`src/rtl/bp_pkg.sv`:
```
// Shared branch-prediction definitions: default widths, the queued branch
// entry and the PC-to-table-index mapping used by both predictor and resolver.
package bp_pkg;

  localparam int DEFAULT_PC_W  = 32;
  localparam int DEFAULT_IDX_W = 6;

  // One in-flight branch as recorded at fetch time.
  typedef struct packed {
    logic [DEFAULT_PC_W-1:0] pc;
    logic                    pred;
  } entry_t;

  // Word-aligned PCs: drop the two byte-offset bits, keep the next IDX_W bits.
  function automatic logic [DEFAULT_IDX_W-1:0] pcToIdx(input logic [DEFAULT_PC_W-1:0] pc);
    return pc[DEFAULT_IDX_W+1:2];
  endfunction

endpackage

```
`src/rtl/branch_resolve_queue_if.sv`:
```
// Fetch/execute/predictor-update bundle for the branch resolve queue.
interface branch_resolve_queue_if #(
  parameter int PC_W  = 32,
  parameter int IDX_W = 6,
  parameter int CNT_W = 3
);
  logic             push_valid;
  logic             push_ready;
  logic [PC_W-1:0]  push_pc;
  logic             push_pred;
  logic             res_valid;
  logic             res_taken;
  logic [PC_W-1:0]  res_target;
  logic             flush;
  logic             upd_valid;
  logic [IDX_W-1:0] upd_index;
  logic             upd_taken;
  logic             mispredict;
  logic [PC_W-1:0]  redirect_pc;
  logic             res_error;
  logic [CNT_W-1:0] count;

  // Pipeline side: fetch, execute and flush source.
  modport master (
    output push_valid, push_pc, push_pred, res_valid, res_taken, res_target, flush,
    input  push_ready, upd_valid, upd_index, upd_taken, mispredict, redirect_pc,
           res_error, count
  );

  // Queue side.
  modport slave (
    input  push_valid, push_pc, push_pred, res_valid, res_taken, res_target, flush,
    output push_ready, upd_valid, upd_index, upd_taken, mispredict, redirect_pc,
           res_error, count
  );
endinterface

```
`src/rtl/branch_info_fifo.sv`:
```
// Circular buffer of in-flight branch entries. Clear wins over push and pop;
// push is ignored when full and pop is ignored when empty.
module branch_info_fifo #(
  parameter int DEPTH = 4,
  parameter int W     = 33
) (
  input  logic                     clk,
  input  logic                     rstn,
  input  logic                     push,
  input  logic [W-1:0]             wdata,
  input  logic                     pop,
  input  logic                     clear,
  output logic [W-1:0]             rdata,
  output logic                     full,
  output logic                     empty,
  output logic [$clog2(DEPTH):0]   count
);
  localparam int PTR_W = $clog2(DEPTH);
  localparam int CNT_W = PTR_W + 1;

  logic [W-1:0]     mem_r [DEPTH];
  logic [PTR_W-1:0] head_r;
  logic [PTR_W-1:0] tail_r;
  logic [CNT_W-1:0] cnt_r;
  logic             doPush_s;
  logic             doPop_s;

  // Qualify requests against occupancy.
  always_comb begin
    full     = (cnt_r == CNT_W'(DEPTH));
    empty    = (cnt_r == {CNT_W{1'b0}});
    doPush_s = push & ~full;
    doPop_s  = pop & ~empty;
  end

  assign rdata = mem_r[head_r];
  assign count = cnt_r;

  // Pointer and occupancy bookkeeping; clear collapses the queue to empty.
  always_ff @(posedge clk or negedge rstn) begin
    if (!rstn) begin
      head_r <= {PTR_W{1'b0}};
      tail_r <= {PTR_W{1'b0}};
      cnt_r  <= {CNT_W{1'b0}};
    end else if (clear) begin
      head_r <= {PTR_W{1'b0}};
      tail_r <= {PTR_W{1'b0}};
      cnt_r  <= {CNT_W{1'b0}};
    end else begin
      if (doPush_s) tail_r <= tail_r + PTR_W'(1);
      if (doPop_s)  head_r <= head_r + PTR_W'(1);
      if (doPush_s & ~doPop_s)      cnt_r <= cnt_r + CNT_W'(1);
      else if (doPop_s & ~doPush_s) cnt_r <= cnt_r - CNT_W'(1);
      else                          cnt_r <= cnt_r;
    end
  end

  // Entry storage; contents are don't-care until written, so no reset.
  always_ff @(posedge clk) begin
    if (doPush_s & ~clear) mem_r[tail_r] <= wdata;
  end
endmodule

```
`src/rtl/branch_resolve_queue.sv`:
```
// In-order branch resolve queue: records fetch predictions, retires them as
// execute resolves, updates the predictor and redirects on mispredicts.
module branch_resolve_queue
  import bp_pkg::*;
#(
  parameter int DEPTH = 4,
  parameter int PC_W  = DEFAULT_PC_W,
  parameter int IDX_W = DEFAULT_IDX_W
) (
  input logic                    clk,
  input logic                    rstn,
  branch_resolve_queue_if.slave  bus
);
  localparam int CNT_W = $clog2(DEPTH) + 1;

  logic [PC_W:0]    headEntry_s;
  logic [PC_W-1:0]  headPc_s;
  logic             headPred_s;
  logic             full_s;
  logic             empty_s;
  logic [CNT_W-1:0] count_s;
  logic             resolve_s;
  logic             kill_s;
  logic             pushAccept_s;
  logic             clear_s;

  logic             updValid_r;
  logic [IDX_W-1:0] updIndex_r;
  logic             updTaken_r;
  logic             mispredict_r;
  logic [PC_W-1:0]  redirectPc_r;
  logic             resError_r;

  branch_info_fifo #(.DEPTH(DEPTH), .W(PC_W + 1)) u_fifo (
    .clk   (clk),
    .rstn  (rstn),
    .push  (pushAccept_s),
    .wdata ({bus.push_pc, bus.push_pred}),
    .pop   (resolve_s),
    .clear (clear_s),
    .rdata (headEntry_s),
    .full  (full_s),
    .empty (empty_s),
    .count (count_s)
  );

  // Resolve/kill decode: a wrong-direction resolve kills every younger entry
  // and any push arriving in the same cycle.
  always_comb begin
    headPc_s     = headEntry_s[PC_W:1];
    headPred_s   = headEntry_s[0];
    resolve_s    = bus.res_valid & ~empty_s;
    kill_s       = resolve_s & (bus.res_taken != headPred_s);
    pushAccept_s = bus.push_valid & ~full_s & ~bus.flush & ~kill_s;
    clear_s      = bus.flush | kill_s;
  end

  // Registered predictor update, redirect and error pulses.
  always_ff @(posedge clk or negedge rstn) begin
    if (!rstn) begin
      updValid_r   <= 1'b0;
      updIndex_r   <= {IDX_W{1'b0}};
      updTaken_r   <= 1'b0;
      mispredict_r <= 1'b0;
      redirectPc_r <= {PC_W{1'b0}};
      resError_r   <= 1'b0;
    end else begin
      updValid_r   <= resolve_s;
      mispredict_r <= kill_s;
      resError_r   <= bus.res_valid & empty_s;
      if (resolve_s) begin
        updIndex_r <= headPc_s[IDX_W+1:2];
        updTaken_r <= bus.res_taken;
      end
      if (kill_s) begin
        redirectPc_r <= bus.res_taken ? bus.res_target : (headPc_s + PC_W'(4));
      end
    end
  end

  assign bus.push_ready  = ~full_s;
  assign bus.count       = count_s;
  assign bus.upd_valid   = updValid_r;
  assign bus.upd_index   = updIndex_r;
  assign bus.upd_taken   = updTaken_r;
  assign bus.mispredict  = mispredict_r;
  assign bus.redirect_pc = redirectPc_r;
  assign bus.res_error   = resError_r;
endmodule

```
`src/flat_wrapper.sv`:
```
// flat-port wrapper written by rule: the top's interface ports become plain ports
module branch_resolve_queue_flat import bp_pkg::*;
#(
  parameter int DEPTH = 4,
  parameter int PC_W  = DEFAULT_PC_W,
  parameter int IDX_W = DEFAULT_IDX_W
)
  (clk, rstn, bus_push_valid, bus_push_pc, bus_push_pred, bus_res_valid, bus_res_taken, bus_res_target, bus_flush, bus_push_ready, bus_upd_valid, bus_upd_index, bus_upd_taken, bus_mispredict, bus_redirect_pc, bus_res_error, bus_count);
  branch_resolve_queue_if #(.PC_W(PC_W), .IDX_W(IDX_W), .CNT_W(3)) bus_i ();
  input logic clk;
  input logic rstn;
  input wire logic [$bits(bus_i.push_valid)-1:0] bus_push_valid;
  input wire logic [$bits(bus_i.push_pc)-1:0] bus_push_pc;
  input wire logic [$bits(bus_i.push_pred)-1:0] bus_push_pred;
  input wire logic [$bits(bus_i.res_valid)-1:0] bus_res_valid;
  input wire logic [$bits(bus_i.res_taken)-1:0] bus_res_taken;
  input wire logic [$bits(bus_i.res_target)-1:0] bus_res_target;
  input wire logic [$bits(bus_i.flush)-1:0] bus_flush;
  output wire logic [$bits(bus_i.push_ready)-1:0] bus_push_ready;
  output wire logic [$bits(bus_i.upd_valid)-1:0] bus_upd_valid;
  output wire logic [$bits(bus_i.upd_index)-1:0] bus_upd_index;
  output wire logic [$bits(bus_i.upd_taken)-1:0] bus_upd_taken;
  output wire logic [$bits(bus_i.mispredict)-1:0] bus_mispredict;
  output wire logic [$bits(bus_i.redirect_pc)-1:0] bus_redirect_pc;
  output wire logic [$bits(bus_i.res_error)-1:0] bus_res_error;
  output wire logic [$bits(bus_i.count)-1:0] bus_count;
  assign bus_i.push_valid = bus_push_valid;
  assign bus_i.push_pc = bus_push_pc;
  assign bus_i.push_pred = bus_push_pred;
  assign bus_i.res_valid = bus_res_valid;
  assign bus_i.res_taken = bus_res_taken;
  assign bus_i.res_target = bus_res_target;
  assign bus_i.flush = bus_flush;
  assign bus_push_ready = bus_i.push_ready;
  assign bus_upd_valid = bus_i.upd_valid;
  assign bus_upd_index = bus_i.upd_index;
  assign bus_upd_taken = bus_i.upd_taken;
  assign bus_mispredict = bus_i.mispredict;
  assign bus_redirect_pc = bus_i.redirect_pc;
  assign bus_res_error = bus_i.res_error;
  assign bus_count = bus_i.count;
  branch_resolve_queue #(.DEPTH(DEPTH), .PC_W(PC_W), .IDX_W(IDX_W)) u_core (.clk(clk), .rstn(rstn), .bus(bus_i));
endmodule
```
`config.mk`:
```
export PLATFORM = sky130hd
export DESIGN_NAME = branch_resolve_queue_flat
export DESIGN_NICKNAME = d
export VERILOG_FILES = /design/src/rtl/bp_pkg.sv /design/src/rtl/branch_resolve_queue_if.sv /design/src/rtl/branch_info_fifo.sv /design/src/rtl/branch_resolve_queue.sv /design/src/flat_wrapper.sv
export SDC_FILE = /design/constraint.sdc
export NUM_CORES = 1
export LEC_CHECK = 0
export ABC_AREA = 1
export ABC_CLOCK_PERIOD_IN_PS = 3510
export CORE_ASPECT_RATIO = 0.75
export CORE_UTILIZATION = 39
export CTS_CLUSTER_SIZE = 10
export DETAILED_ROUTE_END_ITERATION = 6
export GPL_ROUTABILITY_DRIVEN = 0
export GPL_TIMING_DRIVEN = 0
export PLACE_DENSITY = 0.61
export SKIP_LAST_GASP = 1
export SLEW_MARGIN = 20
export SYNTH_ARGS = -nofsm -noshare
export SYNTH_HDL_FRONTEND = slang
export SYNTH_SLANG_ARGS = --single-unit
```
`constraint.sdc`:
```
create_clock -name clk -period 3.51 [get_ports clk]
set_input_delay 0.702 -clock clk [delete_from_list [all_inputs] [get_ports clk]]
set_output_delay 0.702 -clock clk [all_outputs]
set_load 0.01 [all_outputs]
```
Word level (Yosys, flattened, before mapping)
Memory sizes are Yosys's and may differ from the RTL's.
Index checks and enable logic that the tools add are counted.

word-level totals
  flip-flop bits (word level) = 49
  latch bits = 0
  RAM bits = 132
  ROM bits = 0
  bits of input ports = 71
  output and inout bits = 46
  logic and storage cells = 50
  memories = 1

memories
  name                 words  bits a word  read ports  clocked after Yosys merged registers in  write ports  line                    text
  u_core.u_fifo.mem_r  4      33           1           0                                        1            branch_info_fifo.sv:21  logic [W-1:0] mem_r [DEPTH];

operators by class
  add/sub/neg operators = 5
  $mul = 0
  div/mod/pow operators = 0
  order comparisons = 0
  equal/unequal tests = 2
  shift operators = 0
  multiplexer cells = 10
  bitwise gates (word level) = 19
  reduce and logical (&&, ||, !) cells = 4

operators with widths
  cell                                              count
  adder 32 x 3 -> 32 bit, second input constant     1
  2-to-1 mux 32 bit                                 1
  AND 1 bit                                         11
  2-to-1 mux 3 bit                                  3
  2-to-1 mux 2 bit                                  4
  inverter 1 bit                                    7
  adder 2 x 1 -> 2 bit, second input constant       2
  nonzero test 2 bit                                2
  adder 3 x 1 -> 3 bit, second input constant       1
  equality test 3 bit, second input constant        1
  zero test 3 bit                                   1
  nonzero test 3 bit                                1
  subtractor 3 x 1 -> 3 bit, second input constant  1
  2-to-1 mux 1 bit                                  2
  != test 1 bit                                     1
  bitwise OR 1 bit                                  1

Longest topological paths before layout
Gate-level depths: netlist of run 1.

  depth in word-level cells = 12
  gate-level depth with buffers = 18
  depth with buffers taken out = 16

Cells and area by module
Synthesis of run 1 repeated with hierarchy kept, for this count alone.

second synthesis, totals
  cell total of the unflattened synthesis = 824
  area, all modules = 8,210.4 µm²

modules (own cells, without submodules)
  module                instances  cells each  area each (µm²)
  branch_info_fifo      1          388         5,416.4
  branch_resolve_queue  1          436         2,793.9

Worst setup path after synthesis of run 1
Ideal clock, no wire load.

  path type = flip-flop to flip-flop
  start = register u_core.u_fifo.head_r[1]
  end = memory u_core.u_fifo.mem_r[0][0] (enable)
  library setup time = 0.423 ns
  arrival time = 2.739 ns
  slack = 0.348 ns
  cell stages (with the launch flop) = 12
  path buffers = 2
  period minus slack after synthesis = 3.162 ns
  path through = dfrtp_1 -> buf_2 -> inv_2 -> buf_2 -> nand3_1 -> nand2_1 -> nand2_1 -> nand3_1 -> nand2_1 -> inv_1 -> nand2_2 -> nor2_1

on the way
  cells in the longest elaborated chain, start to end = 9

RTL lines
  item                                        line                        text
  from (decl)                                 branch_info_fifo.sv:22      logic [PTR_W-1:0] head_r;
  from (signal assigned)                      branch_info_fifo.sv:42      head_r <= {PTR_W{1'b0}};
  from (signal assigned)                      branch_info_fifo.sv:46      head_r <= {PTR_W{1'b0}};
  from (signal assigned)                      branch_info_fifo.sv:51      if (doPop_s) head_r <= head_r + PTR_W'(1);
  memory read (4 x 33 bit) (*)                n/a
  != test 1 bit (*)                           branch_resolve_queue.sv:53  kill_s = resolve_s & (bus.res_taken != headPred_s);
  AND 1 bit (*)                               branch_resolve_queue.sv:53
  inverter 1 bit                              branch_resolve_queue.sv:54  pushAccept_s = bus.push_valid & ~full_s & ~bus.flush & ~kill_s;
  AND 1 bit                                   branch_resolve_queue.sv:54
  AND 1 bit                                   branch_info_fifo.sv:32      doPush_s = push & ~full;
  AND 1 bit (*)                               branch_info_fifo.sv:60      if (doPush_s & ~clear) mem_r[tail_r] <= wdata;
  2-to-1 mux 1 bit (*)                        branch_info_fifo.sv:60
  2-to-1 mux 1 bit (not written as such) (*)  branch_info_fifo.sv:60
  to (decl)                                   branch_info_fifo.sv:21

Every way passes the cells marked *; elsewhere a longest branch is shown, timed or not.

Worst setup path in the final report of run 1
  start = input bus_res_valid
  end = register u_core.u_fifo.cnt_r[2], in the netlist u_core.u_fifo.count[2]

on the way
  cells in the longest elaborated chain, start to end = 8

RTL lines
  item                                                           line                                            text
  from (decl)                                                    flat_wrapper.sv:15                              input wire logic [$bits(bus_i.res_valid)-1:0] bus_res_valid;
  AND 1 bit (*)                                                  branch_resolve_queue.sv:52                      resolve_s = bus.res_valid & ~empty_s;
  named net u_core.resolve_s                                     branch_resolve_queue.sv:22                      logic resolve_s;
  AND 1 bit                                                      branch_resolve_queue.sv:53
  inverter 1 bit                                                 branch_resolve_queue.sv:54
  AND 1 bit                                                      branch_resolve_queue.sv:54
  AND 1 bit                                                      branch_info_fifo.sv:32
  AND 1 bit / inverter 1 bit (equally long branches)             branch_info_fifo.sv:52, branch_info_fifo.sv:53
  2-to-1 mux 3 bit / AND 1 bit (equally long branches)           branch_info_fifo.sv:52, branch_info_fifo.sv:53
  2-to-1 mux 3 bit / nonzero test 3 bit (equally long branches)  n/a
  to (signal assigned)                                           branch_info_fifo.sv:52                          if (doPush_s & ~doPop_s) cnt_r <= cnt_r + CNT_W'(1);
  to (signal assigned)                                           branch_info_fifo.sv:53                          else if (doPop_s & ~doPush_s) cnt_r <= cnt_r - CNT_W'(1);
  to (signal assigned)                                           branch_info_fifo.sv:54                          else cnt_r <= cnt_r;
  to (decl)                                                      branch_info_fifo.sv:24                          logic [CNT_W-1:0] cnt_r;

Mark *: on every way through the listed nets, which the timed path passes. The rest lies on a longest branch.
A chain may end at the register's enable or synchronous reset.

==> results of run 1 <==
worst max-delay path, delay by kind of cell:
family	cells	cell delay, ps
and+or+nand+nor	5	890
xor gates and xnor gates	1	150
adders and majority gates	2	620
buffers and inverters	4	900
AOI/OAI and AO/OA	2	250
through the flow:
stage                     hold WS (ps)  setup slack, ps  total power [mW]  setup TNS, ps  util (%)
final                              294              355              7.54              0      50.5
after global routing               336             63.3              8.01              0      50.5
after CTS                          304              241              7.56              0      50.5
after detailed placement           469             -142              5.73           -159      47.9
after global placement             463            -1630              5.67        -211430      47.4
after floorplan                    406              348              4.49              0         -
synth_stat cells, drive strengths merged:
cell type,n
o211ai,2
inv,100
dfrtp,49
nand4,1
a32oi,1
a21oi,11
nor3,1
ha,6
nand2,389
nand3b,3
fa,1
o22ai,2
clkbuf,5
o31ai,3
clkinv,1
buf,32
o21ai,44
nand3,81
and2,2
xor2,5
edfxtp,132
nor2,108
state kept, by name, summed over array words and instances (netlist names):
name	flops
u_core.bus.res_error	1
u_core.bus.upd_valid	1
u_core.u_fifo.count	3
u_core.bus.upd_index	6
u_core.bus.mispredict	1
u_core.u_fifo.tail_r	2
u_core.u_fifo.head_r	2
u_core.bus.redirect_pc	32
u_core.bus.upd_taken	1
u_core.u_fifo.mem_r	132
what timing repair did:
| action | 4_1_cts | 5_1_grt |
|---|---|---|
| resized for setup | 0 | 1 |
| hold buffers | 0 | 0 |
| endpoints found under the setup margin | 0 | 1 |
worst paths after layout:
path | start | end | slack [ps] | cells past startpoint
worst max-delay path | bus_res_valid | u_core.u_fifo.count[2]$_DFFE_PN0P_ | 360 | 14
worst min-delay path | rstn | u_core.bus.redirect_pc[1]$_DFFE_PN0P_ | 290 | 1
worst max register to register | u_core.u_fifo.head_r[1]$_DFFE_PN0P_ | u_core.u_fifo.count[2]$_DFFE_PN0P_ | 440 | 15
worst min register to register | u_core.bus.redirect_pc[21]$_DFFE_PN0P_ | u_core.bus.redirect_pc[21]$_DFFE_PN0P_ | 480 | 2
max in group asynchronous | rstn | u_core.bus.redirect_pc[13]$_DFFE_PN0P_ | 2790 | 1
min in group clk | u_core.bus.redirect_pc[21]$_DFFE_PN0P_ | u_core.bus.redirect_pc[21]$_DFFE_PN0P_ | 480 | 2
power groups by stage:
stage	registers, mW	logic, mW	clock network [mW]
finish	2.85	2.85	1.83
global route	2.89	3.19	1.93
CTS	2.85	2.85	1.86
detailed placement	2.90	2.84	0
global placement	2.90	2.77	0
floorplan	2.99	1.50	0
cell families after synthesis:
logic type / Yosys count
compound gates: 63
xor+xnor: 5
fa+ha+maj: 7
buf+inv: 138
flops: 181
simple gates: 585
layer usage:
layer | up-vias | share of wire [%] | GRT usage (%)
li1 | 3403 | - | -
met4 | 0 | 1.5 | 6.50
met5 | - | 0 | 0
met3 | 23 | 9.0 | 5.06
met2 | 267 | 40 | 29.9
met1 | 3136 | 50 | 31.2
area by class of cell:
class	instances	area [um^2]	area share, %
Buffer	36	225	2.08
Clock buffer	18	429	3.96
Clock inverter	14	125	1.15
Inverter	101	387	3.56
Multi-Input combinational cell	660	2880	26.5
Sequential cell	181	5190	47.9
Tap cell	288	360	3.32
Timing Repair Buffer	120	1250	11.6
==> results.md, run 1 <==
- Status: finished clean
- H-Tree Depth: 4
- Synth top area share: 45.8%
- Count of port buffers added during placement: 116
- CTS Sinks: 181
- Slew @ Worst Pin: between 600 and 700 ps
- Area after DPL: 10300 um^2
- CP required: between 3000 and 4000 ps
- Static leakage: 4.70 nW
- RSZ-0062 raised after global routing: false
- Compound-gate portion of the synthesized area: 3.86%
- Most used cells in the layout excluding fill and tap cells: nand2_1 (385), edfxtp_1 (132), clkdlybuf4s50_1 (115), inv_1 (97), nor2_1 (94)
- Final setup violation count: 0
- Vias in the first global route: 6319
- Largest family of logic cells by synthesized area: simple AND/OR/NAND/NOR gates
- Int Pwr: 4.77 mW
- Switching power: 2.77 mW
- Routed Antenna Nets: 0
- CP dominant cell by count: inv_1
- Final max-slew violation count: 0
- XOR/XNOR Fraction of Synth Area: less than 1%
- Max Cap Violations: 0
- Inst Count DP: roughly 1400
- Clock power share: approximately 24%
- Part of the power in combinational logic: 37.9%
- CTS Root Cell: clkbuf_16
- Syn avg cell area: 8.84 um^2
- Worst EP arrival: 3520 ps
- Max stage delay on crit path: 470 ps
- Via/cell ratio: 4.82
- Mapped Area: ~8600 um^2
- Post-synthesis mux area share: 0%
- GRT Total Usage: a little over a fifth
- CTS tree: yes
- Synth area leaders: edfxtp_1 (46%), nand2_1 (17%), dfrtp_1 (14%)
- Clock skew: between 10 and 15 ps
- First-pass GRT wire length: 35700 um
- Synth cell types: 32
- Clock Tree Buf Depth: 2
- CP startpoint kind: primary input
- Starting Density: 40.3%
- Core ar.: 21500 um^2
- Fillcell total: 2021
- DRC violations left: 0
- # rows: 46
- Post-synthesis simple-gate area fraction: 27.4%
- Total number of vias: 6829
- Final Cycle Share: 89.9%
- Power share of the sequential group: a little under two fifths
- Sw Share: 36.7%
- CTS clk-pin slew, worst paths: 70 ps
- Min-delay worst type: primary input to async pin
- DR WL/cell: 16.0 um
- Syn_nets: 1057
- Nets@finish: 1195
- Yosys reg bits: 181
- Clk_lat worst skew: between 400 and 500 ps
- Setup crit end kind: register
- Area leader, netlist: edfxtp_1
- Seq/Total Area, Yosys: approximately three fifths
- Synth warn: 0
- Power per cell area: 695 nW/um^2
- Endpoints failing hold: 0
- Ports: between 100 and 150
- Die Span X: 174 um
- DIE AREA: 22800 um^2
- DRT iter0 DRCs: roughly 600
- Worst-path cell chain: clkdlybuf4s50_1 > nand2_1 > inv_1 > nand3_1 > nand2_2 > inv_1 > nand2_2 > inv_1 > ha_1 > fa_1 > a21oi_1 > o21ai_0 > xor2_1 > nor2_1
- Critical path's slowest cell: clkdlybuf4s50_1
- Final HPWL DP: around 17000 um
- Highest clock rate: about 320 MHz
- N_diodes: 0
- Slew margin rel.: 56.7%
- Routed wire length: between 20000 and 25000 um
- Commonest non-fill, non-tap cell in the layout: nand2_1
- Initial antenna violation count: 0
- Crit path time final: 3150 ps
- Non-filler cells, final: approximately 1400
- Post-synthesis adder-cell area fraction: 1.10%
- Largest net degree at the start of global routing: 50
- Post-CTS Setup Repair Bufs: 0
- Congestion Overflow GR: 0
- Crit path kind: primary input to register
- Share of cells above drive strength 1: 7.52%
- Post-synthesis cell count: 979
- DRT Pass-1 Iters: 5
- Largest vdd supply drop: 0.368 mV
- Worst Path Max Fanout: 8
- CTS buffer count: 17
- Die Y: around 130 um
- Area Overhead vs Synth: 25.4%
- Cell area after layout: ~11000 um^2
Power figures use the tool's default switching activity.
==> run 2: changes to the inputs <==
CORE_UTILIZATION = 40   (was 39)
PLACE_DENSITY = 0.62   (was 0.61)
==> results.md, run 2 (synthesized netlist as in run 1, its figures left out) <==
- Slew margin rel.: 49.1% (-7.6 points)
- Initial antenna violation count: 0 (unchanged)
- Cell area after layout: 10900 um^2 (about the same)
- Status: finished clean
- Highest clock rate: 323 MHz (+1.8%)
- Top reg by flops: u_core.u_fifo.mem_r
- Hold slack final: 286 ps (-7.48 ps)
- Commonest non-fill, non-tap cell in the layout: nand2_1
- Most used cells in the layout excluding fill and tap cells: nand2_1 (385), edfxtp_1 (132), clkdlybuf4s50_1 (115), inv_1 (97), nor2_1 (94)
- Clk_lat worst skew: 440 ps (about the same)
- Via/cell ratio: 4.79 (-0.48%)
- WP buf/inv: 5 (+1)
- DRT Pass-1 Iters: 6 (+1)
- Area Overhead vs Synth: 25.5% (about the same)
- Max reg flops: 132 (unchanged)
- CTS tree: yes
- CP dominant cell by count: nand3_1
- Post-CTS Resized: 0 (unchanged)
- Non-filler cells, final: 1419 (+0.071%)
- CTS clk-pin slew, worst paths: 70 ps (about the same)
- Min-delay worst type: primary input to async pin
- Inst Count DP: 1387 (unchanged)
- Starting Density: 40.8% (+0.55 points)
- Final Cycle Share: 88.3% (-1.6 points)
- CTS buffer count: 17 (unchanged)
- Fillcell total: 1991 (-1.5%)
- Worst Slack Setup Final: 412 ps (+57.3 ps)
- Vias in the first global route: 6185 (-2.1%)
- Clock Tree Buf Depth: 2 (unchanged)
- Die Span X: 172 um (-1.2%)
- Congestion Overflow GR: 0 (unchanged)
- Post-CTS Hold Fix Bufs: 0 (unchanged)
- DRT iter0 DRCs: 545 (-8.9%)
- Endpoints failing hold: 0 (unchanged)
- Routed Antenna Nets: 0 (unchanged)
- Worst-path cell chain: buf_2 > inv_2 > clkbuf_4 > nand3_1 > nand3_1 > nand3_1 > nand2_2 > inv_1 > nand2_4 > inv_1 > ha_1 > fa_1 > a21oi_1 > o21ai_0 > xor2_1 > nor2_1
- Critical path's slowest cell: fa_1
- Worst Path Max Fanout: 10 (+2)
- Max Cap Violations: 0 (unchanged)
- Nets@finish: 1196 (+0.084%)
- Largest vdd supply drop: 0.360 mV (-2.1%)
- Max stage delay on crit path: 380 ps (-90 ps)
- Static leakage: 4.70 nW (about the same)
- DR WL/cell: 15.9 um (-1.0%)
- Die Y: 129 um (-1.2%)
- Share of cells above drive strength 1: 7.78% (+0.26 points)
- DRC violations left: 0 (unchanged)
- Core ar.: 21200 um^2 (-1.3%)
- R2R Setup Slk: 410 ps (-30 ps)
- Slew @ Worst Pin: 762 ps (+114 ps)
- CTS Sinks: 181 (unchanged)
- Area after DPL: 10300 um^2 (unchanged)
- Routed wire length: 22500 um (-0.93%)
- Worst EP arrival: 3470 ps (-50 ps)
- Setup crit end kind: register
- Ports: 117 (unchanged)
- N_diodes: 0 (unchanged)
- Post-CTS Setup Repair Bufs: 0 (unchanged)
- CTS Root Cell: clkbuf_16
- Clock skew: 11.0 ps (-1.40 ps)
- RSZ-0062 raised after global routing: false
- Crit. Startpoint: u_core.u_fifo.head_r[1]$_DFFE_PN0P_
- # rows: 46 (unchanged)
- Final setup violation count: 0 (unchanged)
- R2r startpoint: u_core.u_fifo.head_r[1]$_DFFE_PN0P_
- Crit path kind: register to register
- H-Tree Depth: 4 (unchanged)
- Total number of vias: 6801 (-0.41%)
- Power per cell area: 693 nW/um^2 (-0.30%)
- Final max-slew violation count: 0 (unchanged)
- Final HPWL DP: 16200 um (-1.8%)
- Crit path time final: 3100 ps (-57.3 ps)
- Largest net degree at the start of global routing: 50 (unchanged)
- First-pass GRT wire length: 34700 um (-2.8%)
- DIE AREA: 22200 um^2 (-2.5%)
- Top delay family on crit path: simple AND/OR/NAND/NOR gates
- CP required: 3880 ps (about the same)
- Place WS: -121 ps (+21.1 ps)
- Count of port buffers added during placement: 116 (unchanged)
- GRT Total Usage: 21.2% (+0.25 points)
- CP startpoint kind: register
[run 2: cell count changes in the layout (fill, tap and decap cells not counted), sizes merged]
cell      change
inv           +1
clkinvlp      +2
clkbuf        +1
bufinv        -1
clkinv        -2
[run 2: layer usage]
layer	vias up	GRT usage [%]	wire length, um
met5	-	0	0
met4	0	4.74	270
met3	25	5.25	1760
met2	229	29.3	8940
met1	3128	33.0	11600
li1	3419	-	-
[run 2: final timing paths]
kind	end	cells past startpoint
hold reg to reg	u_core.bus.redirect_pc[29]$_DFFE_PN0P_	2
hold / removal	u_core.bus.mispredict$_DFF_PN0_	1
max in group asynchronous	u_core.bus.redirect_pc[29]$_DFFE_PN0P_	1
setup reg to reg	u_core.u_fifo.count[2]$_DFFE_PN0P_	16
setup / recovery	u_core.u_fifo.count[2]$_DFFE_PN0P_	16
min in group clk	u_core.bus.redirect_pc[29]$_DFFE_PN0P_	2
[run 2: final cells by class]
cell class	instances	area, um^2	area share, %
tap	288	360	3.32
timing repair buffer	120	1250	11.6
multi-input combinational	660	2880	26.5
clock buffer	18	429	3.95
sequential	181	5190	47.8
clock inverter	14	119	1.10
inverter	101	387	3.56
buffer	37	233	2.14
[run 2: power breakdown]
group,switching (mW),total [mW],internal [mW]
sequential,0.167,2.85,2.69
combinational,1.76,2.87,1.11
clock,0.876,1.80,0.925
total,2.80,7.52,4.72
[run 2: metrics by stage]
| stage | util [%] | TNS, ps | power [mW] |
|---|---|---|---|
| 5_1_grt | 51.2 | 0 | 7.99 |
| 6_report | 51.2 | 0 | 7.52 |
| 3_3_place_gp | 48.0 | -204090 | 5.67 |
| 4_1_cts | 51.2 | 0 | 7.53 |
| 3_5_place_dp | 48.6 | -121 | 5.74 |
| 2_1_floorplan | - | 0 | 4.49 |
